$ cat src/rtl/cmp_pkg.sv
// cmp_pkg: shared state type and configuration check for the serial magnitude comparator
package cmp_pkg;
  typedef enum logic [1:0] {IDLE, SCAN, DONE} cmpstate_t;
  function automatic bit cfg_ok(int width, int digit);
    return digit >= 1 && width >= digit && (width % digit) == 0;
  endfunction
endpackage

$ cat src/rtl/magcompare_digit.sv
// magcompare_digit: DIGIT-bit unsigned comparator
//   i_a, i_b : digits to compare
//   o_lt     : i_a < i_b
//   o_gt     : i_a > i_b
module magcompare_digit #(
  parameter int DIGIT = 4
) (
  input  logic [DIGIT-1:0] i_a,
  input  logic [DIGIT-1:0] i_b,
  output logic             o_lt,
  output logic             o_gt
);
  assign o_lt = i_a < i_b;
  assign o_gt = i_a > i_b;
endmodule

$ cat src/rtl/serial_magcompare.sv
// serial_magcompare: multi-cycle MSB-first digit-serial comparator producing EQ/LT/LTu
//   clk, reset          : clock, synchronous active-high reset
//   InValid/InReady/A/B : operand handshake, A/B captured on accept
//   OutValid/OutReady   : result handshake
//   EQ/LT/LTu           : A==B, signed A<B, unsigned A<B
module serial_magcompare
  import cmp_pkg::*;
#(
  parameter int WIDTH = 64,
  parameter int DIGIT = 4
) (
  input  logic             clk,
  input  logic             reset,
  input  logic             InValid,
  output logic             InReady,
  input  logic [WIDTH-1:0] A,
  input  logic [WIDTH-1:0] B,
  output logic             OutValid,
  input  logic             OutReady,
  output logic             EQ,
  output logic             LT,
  output logic             LTu
);
  localparam int NDIG = WIDTH / DIGIT;
  localparam int KW = NDIG > 1 ? $clog2(NDIG) : 1;
  if (!cfg_ok(WIDTH, DIGIT)) begin : g_bad_cfg
    $error("serial_magcompare: WIDTH must be a nonzero multiple of DIGIT, DIGIT >= 1");
  end
  cmpstate_t        r_state, w_next;
  logic [WIDTH-1:0] r_a, r_b;
  logic [KW-1:0]    r_k;
  logic             r_eq, r_lt, r_ltu;
  logic [DIGIT-1:0] w_adig, w_bdig;
  logic             w_dlt, w_dgt, w_diff, w_last;
  assign w_adig = r_a[r_k*DIGIT +: DIGIT];
  assign w_bdig = r_b[r_k*DIGIT +: DIGIT];
  magcompare_digit #(.DIGIT(DIGIT)) u_digit (
    .i_a (w_adig),
    .i_b (w_bdig),
    .o_lt(w_dlt),
    .o_gt(w_dgt)
  );
  assign w_diff = w_dlt | w_dgt;
  assign w_last = r_k == '0;
  assign EQ  = r_eq;
  assign LT  = r_lt;
  assign LTu = r_ltu;
  always_comb begin
    w_next   = (r_state == IDLE) ? (InValid ? SCAN : IDLE)
             : (r_state == SCAN) ? ((w_diff || w_last) ? DONE : SCAN)
             : (OutReady ? IDLE : DONE);
    InReady  = r_state == IDLE;
    OutValid = r_state == DONE;
  end
  always_ff @(posedge clk) begin
    if (reset) begin
      r_state <= IDLE;
      r_k     <= '0;
      r_eq    <= 1'b0;
      r_lt    <= 1'b0;
      r_ltu   <= 1'b0;
    end else begin
      r_state <= w_next;
      if (r_state == IDLE && InValid) begin
        r_a <= A;
        r_b <= B;
        r_k <= KW'(NDIG - 1);
      end
      if (r_state == SCAN) begin
        if (w_diff) begin
          // first differing digit settles the unsigned order; differing signs invert it for signed
          r_eq  <= 1'b0;
          r_ltu <= w_dlt;
          r_lt  <= w_dlt ^ r_a[WIDTH-1] ^ r_b[WIDTH-1];
        end else if (w_last) begin
          r_eq  <= 1'b1;
          r_lt  <= 1'b0;
          r_ltu <= 1'b0;
        end else begin
          r_k <= r_k - 1'b1;
        end
      end
    end
  end
endmodule
$ cat config.mk
export PLATFORM = sky130hd
export DESIGN_NAME = serial_magcompare
export DESIGN_NICKNAME = d
export VERILOG_FILES = /design/src/rtl/cmp_pkg.sv /design/src/rtl/magcompare_digit.sv /design/src/rtl/serial_magcompare.sv
export SDC_FILE = /design/constraint.sdc
export NUM_CORES = 1
export LEC_CHECK = 0
export ABC_AREA = 1
export CAP_MARGIN = 20
export CORE_MARGIN = 3
export CORE_UTILIZATION = 25
export CTS_CLUSTER_SIZE = 16
export DETAILED_ROUTE_END_ITERATION = 8
export SYNTH_ARGS = -nofsm -noshare
export SYNTH_HDL_FRONTEND = slang
export SYNTH_SLANG_ARGS = --single-unit
$ cat constraint.sdc
create_clock -name clk -period 25.8 [get_ports clk]
set_clock_uncertainty 0.2 [all_clocks]
set_input_delay 6.45 -clock clk [delete_from_list [all_inputs] [get_ports clk]]
set_output_delay 6.45 -clock clk [all_outputs]
set_load 0.05 [all_outputs]
# ---- Word-level counts from Yosys, hierarchy flattened
# Cells that the tools add are included.
dict set report op_classes {
  n_shift 2
  n_mul 0
  bitwise 4
  magnitude_cmp 2
  addsub 1
  reduce_logical 7
  n_eq_ne 2
  mux 14
  div 0
}
# op n
set op_table {}
lappend op_table {{$shiftx 64x7->4} 2}
lappend op_table {{$mux 4} 4}
lappend op_table {{$mux 2} 4}
lappend op_table {{$mux 1} 6}
lappend op_table {{$gt 4x4->1} 1}
lappend op_table {{$logic_not 4->1} 1}
lappend op_table {{$lt 4x4->1} 1}
lappend op_table {{$reduce_and 2->1} 2}
lappend op_table {{$sub 4x1->4 const B} 1}
lappend op_table {{$eq 2x1->1 const B} 1}
lappend op_table {{$eq 2x2->1 const B} 1}
lappend op_table {{$logic_not 2->1} 1}
lappend op_table {{$reduce_bool 2->1} 1}
lappend op_table {{$xor 1x1->1} 2}
lappend op_table {{$logic_and 1x1->1} 1}
lappend op_table {{$logic_or 1x1->1} 1}
lappend op_table {{$not 1->1} 1}
lappend op_table {{$or 1x1->1} 1}
dict set report totals {
  latch_bits 0
  output_inout_bits 5
  mem_count 0
  romBits 0
  regBits 137
  input_bits 132
  elab_cells 39
  ramBits 0
}

# ---- Logic depth before layout (Yosys ltp)
dict set report depth {
  ltp_word 7
  ltp_mapped 20
  ltp_nobuf 18
}

# ---- Cells and area by module
# A second synthesis with hierarchy kept.
dict set report unflattened {
  hier_cells 612
  area_unflattened_um2 6067.1
}
# mod instances area_per_inst_um2 seq_area_each_um2 cells_each
set modules_own_cells {}
lappend modules_own_cells {serial_magcompare 1 5952.0 4023.9 592}
lappend modules_own_cells {magcompare_digit 1 115.1 0.0 20}

# ---- Worst setup path after synthesis
# OpenSTA, ideal clock, no wires.
dict set report synth_path {
  path_type {input to register}
  startpoint {input InValid}
  endpoint {register r_a[0] (enable)}
  setup_time_ns 0.617
  path_stages 2
  t_required_ns 24.983
  path_buffers 0
  slack_ns 13.041
  arrival_ns 11.941
  cell_sequence {nand2_1 -> nor2_1}
}
dict set report synth_via {
  elab_chain_len 2
}
# element line
set synth_lines {}
lappend synth_lines {{start: declaration} serial_magcompare.sv:14} ;# input logic InValid,
lappend synth_lines {{$logic_and 1x1->1} serial_magcompare.sv:64} ;# if (r_state == IDLE && InValid) begin
lappend synth_lines {{$reduce_and 2->1 (no source line)} --}
lappend synth_lines {{end signal: assignment} serial_magcompare.sv:65} ;# r_a <= A;
lappend synth_lines {{end: declaration} serial_magcompare.sv:30} ;# logic [WIDTH-1:0] r_a, r_b;
# Every way passes these cells.
# A chain may end at the register's enable or synchronous reset.

# ---- Final worst setup path
dict set report layout_path {
  startpoint {input InValid}
  endpoint {register r_a[63] (enable)}
}
# Same word-level chain as after synthesis.

==> results.md <==
* Share of cells above drive strength 1 at a little under a tenth
* Final instance area at 0.00786 sq mm
* HP Class: flop to flop
* Post-Synth Simple-Gate Area at between 10% and 20%
* IO Port Bufs at 136
* Final Util at 35.6%
* Total Routing Usage GR at between 10% and 20%
* Ports at ~140
* Clock-pin slew on the worst setup and hold paths at around 0.060 ns
* Slew HR at between 20% and 30%
* Worst-Skew Late Latency at 0.41 ns
* H-tree levels at 4
* Max Root-Sink Buffers at 2
* Fill cells at 2153
* Worst R2R Setup Slack at around 22 ns
* Width of the die at about 160 um
* Detailed Route WL at about 15000 um
* Worst Hold Endpoint: EQ
* Dominant synthesized flop cell: edfxtp_1
* Most frequent cells after synthesis: 128 x edfxtp_1, 101 x nand2_1, 39 x nor2_1, 27 x nand3_1, 26 x o21ai_1
* Post-cts sizing count at 0
* Outcome: finished clean
* DRT iter0 DRCs at roughly 220
* CTS tree: done
* Cts bufs inserted at 17
* FF-to-FF path depth at 14
* Top post-synthesis cells by area: edfxtp_1 68%, nand2_1 6.7%, dfxtp_1 3.2%
* Worst hold stages at 2
* Dpl hpwl at roughly 9700 um
* Syn avg cell area at approximately 12 sq um
* Sw frac at 25.4%
* Crit path DAT at 8.71 ns
* Synth warnings at 0
* Fraction of the mapped netlist area in adder cells at 1.10%
* Most common cell in the netlist: edfxtp_1
* Final setup violating endpoints at 0
* GRT overflow at 0
* Worst VDD drop at ~0.000038 V
* Initial antenna violation count at 1
* Startpoint Class: primary input
* Core footprint at between 0.02 and 0.025 sq mm
* Slew Viols, Final at 0
* Sequential Power Share at between 40% and 50%
* Leakage power total at 2.80 nW
* Endpoints failing hold at 0
* Rows at 54
* Share of the yosys chip area belonging to registers at 70.9%
* Post-Syn Area at approximately 0.0057 sq mm
* Initial Utilization at between 20 and 30%
* FF-to-FF End: r_k[3]
* Share of the synthesized area in the top cell type at approximately 68%
* Synth Area in Compound Gates at under 10%
* Initial DRT Pass Iterations at 4
* Synthesized instance count at ~460
* Net Count, Synth at 600
* Mux cell area share after synthesis at 0.176%
* Setup CP Type: primary input to flop
* Largest net degree at the start of global routing at 73
* First-pass GRT wire length at about 22000 um
* Vias in the first global route at approximately 4000
* Comb power frac at 14.5%
* Die Area at around 0.025 sq mm
* Final min period at 8.87 ns
* FMAX at 0.113 GHz
* CP max FO at 72
* Layout Nets at between 700 and 800
* Largest family of logic cells by synthesized area: simple AND/OR/NAND/NOR gates
* Worst slew pin tran at approximately 1.1 ns
* Fin crit share at between 30% and 40%
* Net Sw Power at approximately 0.15 mW
* Residual DRC at 0
* Critical Path End Type: flop
* DRT antenna net count at 0
* Pwr Density at between 70 and 80 mW/mm^2
* Routed len/inst at 16.3 um
* FF+latch count, synth at approximately 140
* Post-DP Area at around 0.0073 sq mm
* Final setup TNS at 0 ns
* Int Pwr at about 0.45 mW
* Vias per cell at roughly 4.3
* Post-CTS Setup Bufs at 0
* CTS Hold Bufs at 0
* Area leader, netlist: edfxtp_1
* RSZ-0062 raised after global routing: no
* Synth cell types at 32
* Reg-to-Reg Start: r_k[2]
* EDFF count, synth at ~130
* Max Cap Viol at 0
* Hold path startpoint: EQ
* Asr flop ratio synth at 0%
* Data required, critical path at 25.64 ns
* GP Congestion at ~0.7
* Die Y at 157 um
* Vias after detailed routing at between 3000 and 4000
* Clock tree root buffer cell: clkbuf_16
* Clk sinks at about 140
* Synth Area in XOR/XNOR at less than 1%
* Clock group share of total power at about two fifths
* Area grow syn2layout at 38.4%
* N_diodes at 0
==> cells by family (layout without fill, tap and decap cells) <==
kind of cell	Yosys count	count (layout)
flops	137	137
xor+xnor	1	1
fa+ha+maj	5	5
mux	1	1
simple gates	187	187
compound gates	81	81
buf+inv	51	200
==> worst max-delay path by stage <==
stage | from | end | cells past startpoint
floorplan | InValid | r_a[0] | 2
global placement | InValid | r_a[11] | 5
detailed placement | InValid | r_a[42] | 5
CTS | InValid | r_a[42] | 5
global route | InValid | r_b[52] | 5
finish | InValid | r_a[63] | 5
==> layout by cell type (no fill, tap or decap), types with 3 or more instances in the layout <==
cell type,instances
clkdlybuf4s50_1,136
edfxtp_1,128
nand2_1,101
nor2_1,38
nand3_1,27
o21ai_1,26
inv_1,22
clkbuf_16,17
a21oi_1,15
o21ai_0,14
o211ai_1,9
nand4_1,9
dfxtp_1,8
a31oi_1,7
inv_2,5
ha_1,5
o22ai_1,4
clkinv_4,4
buf_4,4
nor2_4,3
o211ai_2,3
nor2_2,3
bufinv_16,3
inv_6,3
==> metal layers <==
metal  part of all wire, %  GRT usage, %
met1                    45          15.6
met2                    48          19.6
met3                   6.3          4.01
met4                   1.0          3.42
met5                 0.055             0
==> registers in the layout, indices dropped and copies added, names as in the netlist <==
name     cells
EQ           1
r_b         64
r_state      2
LT           1
LTu          1
r_a         64
r_k          4
==> critical path: stages <==
cell             delay [ns]
clkdlybuf4s50_1        0.46
nand2_1                0.16
nor2_4                 0.11
buf_4                  0.56
buf_4                  0.81
==> per-stage QoR <==
step	total power [mW]	hold WS, ns	std cells	worst slack (ns)
2_1_floorplan	0.320	0.376	463	13.04
3_3_place_gp	0.355	0.257	860	16.55
3_5_place_dp	0.356	0.259	860	16.51
4_1_cts	0.607	0.269	892	16.94
5_1_grt	0.626	0.294	892	16.77
6_report	0.598	0.264	892	16.93
==> power by group through the flow <==
stage / combinational, mW / sequential, mW / clock (mW)
final: 0.0869 / 0.262 / 0.249
after global routing: 0.0975 / 0.263 / 0.265
after CTS: 0.0892 / 0.262 / 0.255
after detailed placement: 0.0887 / 0.267 / 0
after global placement: 0.0877 / 0.267 / 0
after floorplan: 0.0526 / 0.268 / 0
==> area by class of cell <==
class / count / area, sq um / area share [%]
clock buffers: 19 / 433 / 5.51
clock inverters: 13 / 169 / 2.15
inverters: 28 / 108 / 1.37
multi-input cells: 275 / 1380 / 17.6
flip-flops and latches: 137 / 4030 / 51.2
well taps: 280 / 350 / 4.46
repair buffers: 140 / 1390 / 17.7
(Power assumes the default switching activity.)
